<file path="config.mk">
export PLATFORM = sky130hd
export DESIGN_NAME = hart_debug_unit
export DESIGN_NICKNAME = d
export VERILOG_FILES = /design/src/rtl/hart_debug_unit.sv
export SDC_FILE = /design/constraint.sdc
export NUM_CORES = 1
export LEC_CHECK = 0
export CORE_AREA = 2 2 240 242
export CTS_BUF_LIST = sky130_fd_sc_hd__clkbuf_16
export DETAILED_ROUTE_END_ITERATION = 10
export DIE_AREA = 0 0 242 244
export GPL_ROUTABILITY_DRIVEN = 0
export PLACE_DENSITY_LB_ADDON = 0.15
export SETUP_SLACK_MARGIN = 0.15
export SYNTH_ARGS = -nofsm -noshare
export SYNTH_HDL_FRONTEND = slang
export SYNTH_SLANG_ARGS = --single-unit
</file>
<file path="constraint.sdc">
create_clock -name clk_i -period 12 [get_ports clk_i]
set_input_delay 2.4 -clock clk_i [delete_from_list [all_inputs] [get_ports clk_i]]
set_output_delay 2.4 -clock clk_i [all_outputs]
set_load 0.1 [all_outputs]
</file>
<file path="src/rtl/hart_debug_unit.sv">
// Per-hart debug controller: halt/resume/single-step sequencing over CW commit
// slots, with ownership of dcsr, dpc, dscratch0 and dscratch1.
module hart_debug_unit #(
    parameter int XLEN      = 64,
    parameter int CW        = 2,
    parameter int XDEBUGVER = 4
) (
    input  logic                 clk_i,
    input  logic                 arst_i,
    input  logic                 haltreq_i,
    input  logic                 resumereq_i,
    input  logic                 ackhavereset_i,
    input  logic                 dbg_csr_we_i,
    input  logic [11:0]          dbg_csr_idx_i,
    input  logic [XLEN-1:0]      dbg_csr_wdata_i,
    input  logic [CW-1:0]        commit_valid_i,
    input  logic [CW*XLEN-1:0]   commit_pc_i,
    input  logic [CW-1:0]        commit_ebreak_i,
    input  logic                 commit_csr_we_i,
    input  logic [11:0]          commit_csr_idx_i,
    input  logic [XLEN-1:0]      commit_csr_wdata_i,
    input  logic [1:0]           priv_i,
    output logic [CW-1:0]        commit_kill_o,
    output logic                 halted_o,
    output logic                 running_o,
    output logic                 resumeack_o,
    output logic                 havereset_o,
    output logic [XLEN-1:0]      dcsr_o,
    output logic [XLEN-1:0]      dpc_o,
    output logic [XLEN-1:0]      dscratch0_o,
    output logic [XLEN-1:0]      dscratch1_o,
    output logic                 flush_req_o,
    output logic [XLEN-1:0]      flush_pc_o,
    output logic                 hold_req_o
);

    // state       | meaning
    // ST_RUN      | normal execution, watching for halt events
    // ST_HALTED   | in debug mode, fetch held, all commits killed
    // ST_RESUMING | resumed, waiting for the first slot-0 commit
    // ST_STEPPED  | one instruction retired under step, halt pending
    typedef enum logic [1:0] {
        ST_RUN,
        ST_HALTED,
        ST_RESUMING,
        ST_STEPPED
    } state_e;

    localparam logic [11:0] IDX_DCSR = 12'h7B0;
    localparam logic [11:0] IDX_DPC  = 12'h7B1;
    localparam logic [11:0] IDX_DS0  = 12'h7B2;
    localparam logic [11:0] IDX_DS1  = 12'h7B3;

    localparam logic [2:0] CAUSE_EBREAK  = 3'd1;
    localparam logic [2:0] CAUSE_HALTREQ = 3'd3;
    localparam logic [2:0] CAUSE_STEP    = 3'd4;

    state_e            state_q, state_d;
    logic [XLEN-1:0]   dpc_q, dpc_d;
    logic [XLEN-1:0]   dscratch0_q, dscratch0_d;
    logic [XLEN-1:0]   dscratch1_q, dscratch1_d;
    logic [2:0]        cause_q, cause_d;
    logic              step_q, step_d;
    logic [1:0]        prv_q, prv_d;
    logic              ebreakm_q, ebreakm_d;
    logic              ebreaks_q, ebreaks_d;
    logic              ebreaku_q, ebreaku_d;
    logic              resumeack_q, resumeack_d;
    logic              havereset_q, havereset_d;

    logic              ebreak_en;
    logic [CW-1:0]     brk_hit;
    logic              halt_evt;
    logic [XLEN-1:0]   halt_pc;
    logic [2:0]        halt_cause;
    logic [CW-1:0]     kill;
    logic              flush;
    logic              hold;

    logic              core_we;
    logic              dm_we;
    logic              csr_we;
    logic [11:0]       csr_idx;
    logic [XLEN-1:0]   csr_wdata;

    always_comb begin
        ebreak_en = 1'b0;
        case (priv_i)
            2'd0:    ebreak_en = ebreaku_q;
            2'd1:    ebreak_en = ebreaks_q;
            2'd3:    ebreak_en = ebreakm_q;
            default: ebreak_en = 1'b0;
        endcase
    end

    assign brk_hit = commit_valid_i & commit_ebreak_i & {CW{ebreak_en}};

    always_comb begin
        state_d     = state_q;
        resumeack_d = resumeack_q;
        halt_evt    = 1'b0;
        halt_pc     = '0;
        halt_cause  = '0;
        kill        = '0;
        flush       = 1'b0;
        hold        = 1'b0;
        case (state_q)
            ST_RUN: begin
                // Descending scan so the oldest qualifying slot wins.
                for (int k = CW - 1; k >= 0; k--) begin
                    if (brk_hit[k] || (k == 0 && commit_valid_i[0] && haltreq_i)) begin
                        halt_evt   = 1'b1;
                        halt_pc    = commit_pc_i[k*XLEN +: XLEN];
                        halt_cause = brk_hit[k] ? CAUSE_EBREAK : CAUSE_HALTREQ;
                        kill       = {CW{1'b1}} << k;
                    end
                end
                if (halt_evt) begin
                    flush   = 1'b1;
                    state_d = ST_HALTED;
                end
            end
            ST_HALTED: begin
                kill = '1;
                hold = 1'b1;
                if (resumereq_i) begin
                    flush       = 1'b1;
                    resumeack_d = 1'b0;
                    state_d     = ST_RESUMING;
                end
            end
            ST_RESUMING: begin
                kill = {CW{1'b1}} << 1;
                if (commit_valid_i[0]) begin
                    resumeack_d = 1'b1;
                    if (brk_hit[0]) begin
                        halt_evt   = 1'b1;
                        halt_pc    = commit_pc_i[XLEN-1:0];
                        halt_cause = CAUSE_EBREAK;
                        kill       = '1;
                        flush      = 1'b1;
                        state_d    = ST_HALTED;
                    end else if (step_q) begin
                        state_d = ST_STEPPED;
                    end else begin
                        // Haltreq is ignored this cycle so the resumed
                        // instruction always retires; younger ebreaks still trap.
                        kill    = '0;
                        state_d = ST_RUN;
                        for (int k = CW - 1; k >= 1; k--) begin
                            if (brk_hit[k]) begin
                                halt_evt   = 1'b1;
                                halt_pc    = commit_pc_i[k*XLEN +: XLEN];
                                halt_cause = CAUSE_EBREAK;
                                kill       = {CW{1'b1}} << k;
                            end
                        end
                        if (halt_evt) begin
                            flush   = 1'b1;
                            state_d = ST_HALTED;
                        end
                    end
                end
            end
            ST_STEPPED: begin
                kill = '1;
                if (commit_valid_i[0]) begin
                    halt_evt   = 1'b1;
                    halt_pc    = commit_pc_i[XLEN-1:0];
                    halt_cause = brk_hit[0] ? CAUSE_EBREAK :
                                 haltreq_i  ? CAUSE_HALTREQ : CAUSE_STEP;
                    flush      = 1'b1;
                    state_d    = ST_HALTED;
                end
            end
            default: state_d = ST_RUN;
        endcase
    end

    assign core_we   = commit_valid_i[0] & commit_csr_we_i & ~kill[0];
    assign dm_we     = dbg_csr_we_i & (state_q == ST_HALTED) & ~core_we;
    assign csr_we    = core_we | dm_we;
    assign csr_idx   = core_we ? commit_csr_idx_i : dbg_csr_idx_i;
    assign csr_wdata = core_we ? commit_csr_wdata_i : dbg_csr_wdata_i;

    always_comb begin
        dpc_d       = dpc_q;
        dscratch0_d = dscratch0_q;
        dscratch1_d = dscratch1_q;
        cause_d     = cause_q;
        step_d      = step_q;
        prv_d       = prv_q;
        ebreakm_d   = ebreakm_q;
        ebreaks_d   = ebreaks_q;
        ebreaku_d   = ebreaku_q;
        havereset_d = havereset_q & ~ackhavereset_i;
        if (csr_we) begin
            case (csr_idx)
                IDX_DCSR: begin
                    ebreakm_d = csr_wdata[15];
                    ebreaks_d = csr_wdata[13];
                    ebreaku_d = csr_wdata[12];
                    step_d    = csr_wdata[2];
                    prv_d     = csr_wdata[1:0];
                end
                IDX_DPC: dpc_d       = csr_wdata;
                IDX_DS0: dscratch0_d = csr_wdata;
                IDX_DS1: dscratch1_d = csr_wdata;
                default: ;
            endcase
        end
        // Halt capture overrides an older slot's write to the same fields.
        if (halt_evt) begin
            dpc_d   = halt_pc;
            cause_d = halt_cause;
            prv_d   = priv_i;
        end
    end

    always_ff @(posedge clk_i or posedge arst_i) begin
        if (arst_i) begin
            state_q     <= ST_RUN;
            dpc_q       <= '0;
            dscratch0_q <= '0;
            dscratch1_q <= '0;
            cause_q     <= '0;
            step_q      <= 1'b0;
            prv_q       <= 2'd3;
            ebreakm_q   <= 1'b0;
            ebreaks_q   <= 1'b0;
            ebreaku_q   <= 1'b0;
            resumeack_q <= 1'b0;
            havereset_q <= 1'b1;
        end else begin
            state_q     <= state_d;
            dpc_q       <= dpc_d;
            dscratch0_q <= dscratch0_d;
            dscratch1_q <= dscratch1_d;
            cause_q     <= cause_d;
            step_q      <= step_d;
            prv_q       <= prv_d;
            ebreakm_q   <= ebreakm_d;
            ebreaks_q   <= ebreaks_d;
            ebreaku_q   <= ebreaku_d;
            resumeack_q <= resumeack_d;
            havereset_q <= havereset_d;
        end
    end

    always_comb begin
        dcsr_o        = '0;
        dcsr_o[31:28] = 4'(XDEBUGVER);
        dcsr_o[15]    = ebreakm_q;
        dcsr_o[13]    = ebreaks_q;
        dcsr_o[12]    = ebreaku_q;
        dcsr_o[8:6]   = cause_q;
        dcsr_o[2]     = step_q;
        dcsr_o[1:0]   = prv_q;
    end

    assign commit_kill_o = kill;
    assign flush_req_o   = flush;
    assign hold_req_o    = hold;
    assign flush_pc_o    = dpc_q;
    assign dpc_o         = dpc_q;
    assign dscratch0_o   = dscratch0_q;
    assign dscratch1_o   = dscratch1_q;
    assign halted_o      = (state_q == ST_HALTED);
    assign running_o     = (state_q != ST_HALTED);
    assign resumeack_o   = resumeack_q;
    assign havereset_o   = havereset_q;

endmodule

</file>
==> results of run 1 <==
[power by group through the flow]
stage	combinational [mW]	sequential (mW)	clock (mW)
2_1_floorplan	1.70	1.80	0
3_3_place_gp	3.21	0.967	0
3_5_place_dp	3.21	0.972	0
4_1_cts	3.22	0.963	0.849
5_1_grt	3.29	0.977	0.874
6_report	3.20	0.962	0.821
[final cells by class]
class,count,share of cell area (%)
multi-input cells,810,32.02
repair buffers,587,29.80
flip-flops and latches,205,26.28
well taps,756,4.842
clock buffers,29,3.715
inverters,125,2.440
clock inverters,22,0.7878
diodes,9,0.1153
[cells by family (layout without fill, tap and decap cells)]
kind of cell | Yosys count | in the layout | synth area share, %
DFF | 205 | 205 | 39.21
AOI/OAI and AO/OA | 232 | 232 | 14.40
adders and majority gates | 5 | 5 | 0.4779
buffers and inverters | 362 | 763 | 15.49
muxes | 272 | 272 | 21.61
and+or+nand+nor | 246 | 246 | 8.745
other | 2 | 64 | 0.05737
[state kept, by name, summed over array words and instances (netlist names)]
signal,flops
dpc_o,64
dscratch0_o,64
cause_q,3
ebreaks_q,1
dscratch1_o,64
state_q,2
resumeack_o,1
ebreaku_q,1
step_q,1
ebreakm_q,1
prv_q,2
havereset_o,1
[final timing paths]
check / start / slack, ns / endpoint / cells after the start
setup / recovery: commit_valid_i[0] / 3.98 / flush_req_o / 7
hold / removal: havereset_o / 0.48 / havereset_o / 1
min in group asynchronous: arst_i / 2.38 / dpc_o[49] / 2
setup reg to reg: state_q[0] / 7.51 / dpc_o[37] / 9
max in group asynchronous: arst_i / 8.21 / dscratch0_o[33] / 3
hold reg to reg: havereset_o / 0.48 / havereset_o / 1
[cells in the mapped netlist, drive strengths merged, types with 7 or more instances]
library cell  instances
inv                 125
a21oi                 7
a32oi                64
nand2               136
mux2i               187
mux2                 85
dfrtp               202
buf                 167
clkbuf               70
a221oi               64
o211ai               68
nand3                69
[worst reg2reg max path, stage by stage (launching register included)]
cell,delay (ns)
dfrtp_1,0.46
inv_1,0.09
ha_1,0.35
or3_1,0.41
a21oi_1,0.40
o21a_4,0.25
buf_4,0.80
buf_4,0.88
mux2_2,0.54
a32oi_1,0.20
[metal layers]
layer  vias to the layer above  GRT usage, %  wire (microns)
li1                       5471             -               -
met5                         -             0              82
met1                      6096         23.49           24330
met3                        71         5.498            4509
met2                       492         34.34           29940
met4                        14         5.283            1144
==> results_dict.tcl, run 1 <==
set metrics [dict create \
    grt-ovfl-total 0 \
    ant_nets 0 \
    status "complete, no violations" \
    p_sw_share_pct 59.44 \
    worstPathArrival_ns 5.62 \
    clk_pin_slew_ns 0.06 \
    p_comb_share_pct 64.2 \
    preCtsSetupSlack_ns 3.986 \
    slew_headroom_pct 19.84 \
    fin_worst_skew_ns 0.02398 \
    core_sq_um 56170 \
    syn_avg_cell_area_sq_um 9.888 \
    die_width_microns 242 \
    pwr_density_cell_nw_per_um2 254.9 \
    min_path_type "reg2reg" \
    grt_pass1_wl_microns 88140 \
    netlist_top_cells_area "dfrtp_1, mux2i_1, buf_4" \
    multi_input_area_sq_um 6256 \
    start_util_pct 23.31 \
    final_common_cell "clkdlybuf4s50_1" \
    synth_top_cell_by_area "dfrtp_1" \
    cts_made_buffers 28 \
    post-cts-setup-buffer-count 0 \
    die_area_sq_um 59050 \
    layout.cells.non_filler 2543 \
    dominantRegCellSynth "dfrtp_1" \
    cp-end-kind "primary output" \
    netSwitchingPower_mw 2.960 \
    track_usage_pct 19.60 \
    setup_viol 0 \
    fin_hold_ws_ns 0.4824 \
    wirelength_microns 60000 \
    row_count 87 \
    worstPathCellList "clkdlybuf4s50_1, nand3b_1, o22ai_1, a21boi_4, a32o_1, o21ai_0, clkdlybuf4s50_1" \
    rsz0062_at_grt "false" \
    path_common_cell "clkdlybuf4s50_1" \
    routed_via_density 4.775 \
    cp_slowest_cell "clkdlybuf4s50_1" \
    ys_async_sr_fraction_pct 100.0 \
    fin_nets 2055 \
    yosysWarnings 0 \
    area_growth_pct 49.22 \
    root_buffer "clkbuf_16" \
    intPower_mw 2.020 \
    io_pins 621 \
    syn_area_sq_um 13090 \
    yosysSeqAreaShare_pct 39.21 \
    tightestPinTransition_ns 1.200 \
    min_period_ns 8.018 \
    netlist.area_leader.share_pct 38.61 \
    grt_max_degree 100 \
    fillCellCount 5747 \
    hold_violations 0 \
    crit_type "in2out" \
    place_inst 2483 \
    place_area_sq_um 18630 \
    seq_power_share_pct 19.3 \
    slowest_delay_ns 1.28 \
    dr.pass1.iters 4 \
    die_h_microns 244 \
    h-tree-depth 1 \
    drc 0 \
    wl_per_cell_microns 23.59 \
    p_total_mw 4.980 \
    worstPathMaxFanout 13 \
    cts_buffer_depth 3 \
    maxSlewViolCount 0 \
    period_share_pct 66.82 \
    synth-seq-cells 205 \
    final_cell_mix "clkdlybuf4s50_1, dfrtp_1, mux2i_1" \
    io_buffers 565 \
    p_leak_nw 7.465 \
    synth.distinct_cells 51 \
    drive_above_1_share_pct 8.830 \
    clk_latency_ns 0.57 \
    cts_tree "yes" \
    syn_inst 1324 \
    grt_antenna_before_repair 16 \
    vias 12140 \
    ctsResizeCount 0 \
    regArea_sq_um 5134 \
    setup_tns_ns 0 \
    fmax_mhz 124.7 \
    dp_hpwl_microns 41090 \
    clkPwrFrac_pct 16.5 \
    path_delay_family "buffers and inverters" \
    max-vdd-ir-drop_mv 0.2431 \
    maxCapViolations 0 \
    setup_ws_ns 3.982 \
    cp.required_ns 9.60 \
    final_util_pct 34.78 \
    synth_edf_count 0 \
    finalInstanceArea_sq_um 19540 \
    worst-path-buf-inv 2 \
    drt_iter0_markers 683 \
    postCtsHoldBufs 0 \
    clock-sinks 205 \
    grt_pass1_vias 12860 \
    crit_path_start_kind "input port" \
]
Power figures use the tool's default switching activity.
==> run 2: changes to the inputs <==
CORE_AREA = 2 2 241 243   (was 2 2 240 242)
DIE_AREA = 0 0 243 245   (was 0 0 242 244)
clock period = 7.6 ns   (was 12 ns; I/O delays follow)
==> run 2 against run 1 <==
Compared with the run above: largest cell class unchanged; highest routed layer unchanged; global-route usage decreased by 0.33 points; clock power increased by 53%; sequential share of layout area about the same; critical endpoint is now commit_kill_o[0].
==> results_dict.tcl, run 2 (same netlist as run 1, synthesis figures left out) <==
set metrics [dict create \
    wl_met2_microns 30120 \
    die_h_microns 245 \
    rsz0062_at_grt "false" \
    p_leak_nw 7.470 \
    highest_layer "met5" \
    met3_length_microns 3984 \
    drc 0 \
    start_util_pct 22.95 \
    rrSetupSlack_ns 3.34 \
    wirelength_microns 59420 \
    final_common_cell "clkdlybuf4s50_1" \
    postCtsHoldBufs 0 \
    area_growth_pct 49.16 \
    grt_max_degree 104 \
    cp.required_ns 6.08 \
    clk_pin_slew_ns 0.06 \
    wl_per_cell_microns 23.39 \
    h-tree-depth 1 \
    rr_startpoint "state_q[0]" \
    r2r_end "ebreakm_q" \
    vias 12150 \
    cp-end-kind "primary output" \
    cts_buffer_depth 3 \
    crit_start "commit_valid_i[0]" \
    ctsResizeCount 0 \
    crit_path_start_kind "input port" \
    finalInstanceArea_sq_um 19530 \
    slew_headroom_pct 23.27 \
    max-vdd-ir-drop_mv 0.3882 \
    final_cell_mix "clkdlybuf4s50_1, dfrtp_1, mux2i_1" \
    grt_pass1_wl_microns 87640 \
    core_sq_um 57030 \
    maxSlewViolCount 0 \
    fin_worst_skew_ns 0.007560 \
    maxCapViolations 0 \
    die_area_sq_um 59540 \
    grt_antenna_before_repair 5 \
    io_buffers 565 \
    hold_violations 0 \
    dr.pass1.iters 5 \
    setup_viol 0 \
    met1_length_microns 24070 \
    tightestPinTransition_ns 1.151 \
    crit_type "in2out" \
    post-cts-setup-buffer-count 0 \
    root_buffer "clkbuf_16" \
    drt_iter0_markers 512 \
    clk_latency_ns 0.55 \
    fin_nets 2051 \
    grt_pass1_vias 12800 \
    reg2reg_depth 8 \
    track_usage_pct 19.27 \
    min_path_type "reg2reg" \
    ant_nets 0 \
    min_period_ns 5.687 \
    setup_tns_ns 0 \
    worstPathMaxFanout 13 \
    place_area_sq_um 18680 \
    status "complete, no violations" \
    drive_above_1_share_pct 8.517 \
    routed_via_density 4.782 \
    row_count 88 \
    clock-sinks 205 \
    pwr_density_cell_nw_per_um2 400.0 \
    period_share_pct 74.82 \
    cts_tree "yes" \
    grt-ovfl-total 0 \
    dp_hpwl_microns 40860 \
    cp-endpoint "commit_kill_o[0]" \
    fmax_mhz 175.9 \
    cts_made_buffers 27 \
    die_width_microns 243 \
    worstPathArrival_ns 4.17 \
    io_pins 621 \
]
-- run 2: how the worst min path moves through the flow --
stage	from	end	slack, ns	cells after the start
2_1_floorplan	ebreaks_q	ebreaks_q	0.50	1
3_3_place_gp	cause_q[2]	cause_q[2]	0.47	1
3_5_place_dp	havereset_o	havereset_o	0.47	1
4_1_cts	havereset_o	havereset_o	0.48	1
5_1_grt	havereset_o	havereset_o	0.49	1
6_report	havereset_o	havereset_o	0.48	1
-- run 2: through the flow --
| stage | worst slack (ns) | std cells | power (mW) | utilization, % | hold WS (ns) |
|---|---|---|---|---|---|
| after floorplan | 0.4892 | 1377 | 5.528 | - | 0.5046 |
| after global placement | 1.885 | 2489 | 6.588 | 32.75 | 0.4715 |
| after detailed placement | 1.879 | 2489 | 6.594 | 32.75 | 0.4731 |
| after CTS | 1.883 | 2538 | 7.895 | 34.23 | 0.4844 |
| after global routing | 1.788 | 2540 | 8.075 | 34.24 | 0.4918 |
| final | 1.913 | 2540 | 7.812 | 34.24 | 0.4813 |
-- run 2: layout make-up --
cell class                      instances  area, sq um
Fill cell                            5910        37510
Clock inverter                         22        167.7
Timing Repair Buffer                  584         5856
Clock buffer                           27        675.6
Tap cell                              765        957.2
Sequential cell                       205         5134
Inverter                              125        476.7
Antenna cell                            2        5.005
Multi-Input combinational cell        810         6256
-- run 2: worst max-delay path: stages --
cell and delay [ns]:
clkdlybuf4s50_1 0.75, nand3b_1 0.16, o22a_1 0.35, a31oi_1 0.18, clkdlybuf4s50_1 1.20
-- run 2: power by group --
group | internal, mW | total [mW] | switching [mW]
clock network | 0.739 | 1.26 | 0.524
registers | 1.30 | 1.52 | 0.220
logic | 1.13 | 5.03 | 3.90
total | 3.17 | 7.81 | 4.64
-- run 2: metal layers --
| layer | track usage [%] | vias to the layer above |
|---|---|---|
| met1 | 23.31 | 6149 |
| li1 | - | 5446 |
| met4 | 4.655 | 6 |
| met5 | 0 | - |
| met2 | 34.39 | 481 |
| met3 | 4.538 | 65 |
==> run 3: changes to the inputs <==
CORE_AREA = 2 2 239 241   (was 2 2 241 243)
DIE_AREA = 0 0 241 243   (was 0 0 243 245)
clock period = 5.16 ns   (was 7.6 ns; I/O delays follow)
==> run 3 against run 2 <==
Compared with the run above: sequential share of layout area fell by 0.086 points; clock skew rose by 0.0071 ns; sequential power rose by 47%; core utilization rose by 0.78 points.
==> results_dict.tcl, run 3 (same netlist as run 1, synthesis figures left out) <==
set metrics [dict create \
    ctsResizeCount 0 \
    slowest_delay_ns 0.75 \
    h-tree-depth 1 \
    area_growth_pct 49.65 \
    p_leak_nw 7.500 \
    path_delay_family "compound AO/OA/AOI/OAI gates" \
    slew_headroom_pct 23.74 \
    die_width_microns 241 \
    die_area_sq_um 58560 \
    cts_made_buffers 27 \
    cp.required_ns 4.13 \
    layout.cells.non_filler 2539 \
    postCtsHoldBufs 0 \
    setup_ws_ns 0.8237 \
    routed_via_density 4.805 \
    highest_layer "met5" \
    die_h_microns 243 \
    root_buffer "clkbuf_16" \
    vias 12200 \
    grt_max_degree 108 \
    grt_pass1_vias 12800 \
    crit_path_start_kind "input port" \
    post-cts-setup-buffer-count 0 \
    pwr_density_cell_nw_per_um2 586.1 \
    clock-sinks 205 \
    cts_buffer_depth 3 \
    period_share_pct 84.04 \
    met1_length_microns 24060 \
    min_path_type "reg2reg" \
    crit_type "in2out" \
    drive_above_1_share_pct 8.886 \
    setup_viol 0 \
    wirelength_microns 59210 \
    dp_hpwl_microns 41440 \
    place_inst 2489 \
    clk_pin_slew_ns 0.06 \
    fin_nets 2060 \
    final_util_pct 35.02 \
    clk_latency_ns 0.55 \
    maxCapViolations 0 \
    track_usage_pct 19.57 \
    core_sq_um 55950 \
    fin_worst_skew_ns 0.01466 \
    dr.pass1.iters 5 \
    grt_antenna_before_repair 11 \
    grt_pass1_wl_microns 85950 \
    drc 0 \
    min_period_ns 4.336 \
    cp-end-kind "primary output" \
    final_common_cell "clkdlybuf4s50_1" \
    row_count 87 \
    setup_tns_ns 0 \
    fmax_mhz 230.6 \
    worst-path-buf-inv 2 \
    final_cell_mix "clkdlybuf4s50_1, dfrtp_1, mux2i_1" \
    met3_length_microns 4509 \
    ant_nets 0 \
    status "complete, no violations" \
    worstPathCellList "clkdlybuf4s50_1, nand2_1, o22ai_1, a21boi_4, a32o_1, o21ai_0, buf_12" \
    wl_met2_microns 29160 \
    drt_iter0_markers 520 \
    maxSlewViolCount 0 \
    grt-ovfl-total 0 \
    rsz0062_at_grt "false" \
    io_buffers 565 \
    max-vdd-ir-drop_mv 0.5135 \
    worstPathMaxFanout 13 \
    worstPathArrival_ns 3.30 \
    start_util_pct 23.40 \
    wl_per_cell_microns 23.32 \
    hold_violations 0 \
    preCtsSetupSlack_ns 0.8766 \
    cts_tree "yes" \
    tightestPinTransition_ns 1.140 \
    io_pins 621 \
    cp_slowest_cell "clkdlybuf4s50_1" \
]
run 3: report_power, final:
group / internal [mW] / switching [mW]
clock network: 1.03 / 0.759
registers: 1.91 / 0.319
logic: 1.70 / 5.76
run 3: area by class of cell:
class	instances	area, sq um
multi-input cells	810	6256
inverters	125	473.0
fillers	5781	36360
clock buffers	27	675.6
flip-flops and latches	205	5134
well taps	756	945.9
diodes	5	12.51
repair buffers	593	5971
clock inverters	18	123.9
run 3: layer usage:
metal	up-vias	track usage, %
met5	-	0
met4	14	5.265
met3	82	4.560
met2	516	33.95
met1	6136	24.09
li1	5452	-
run 3: path summary, 6_finish.rpt:
path | end | slack (ns) | from | cells after the start
setup / recovery | flush_req_o | 0.82 | commit_valid_i[0] | 7
hold / removal | havereset_o | 0.48 | havereset_o | 1
setup reg to reg | dscratch1_o[13] | 1.71 | state_q[0] | 8
hold reg to reg | havereset_o | 0.48 | havereset_o | 1
max in group asynchronous | dscratch1_o[24] | 3.52 | arst_i | 3
min in group asynchronous | havereset_o | 0.92 | arst_i | 2
run 3: worst register-to-register path, delay by kind of cell, from the launching register on:
family                     cells  cell delay, ns
buffers and inverters          2            0.39
muxes                          2            0.83
adders and majority gates      1            0.35
AOI/OAI and AO/OA              2            0.90
DFF                            1            0.47
and+or+nand+nor                1            0.39
run 3: through the flow:
| step | instance area (sq um) | total power, mW | hold WS (ns) |
|---|---|---|---|
| after CTS | 19580 | 11.60 | 0.4836 |
| after detailed placement | 18780 | 9.753 | 0.4711 |
| final | 19590 | 11.48 | 0.4804 |
| after global routing | 19590 | 11.89 | 0.5016 |
| after floorplan | 13290 | 8.143 | 0.5046 |
| after global placement | 18780 | 9.737 | 0.4724 |
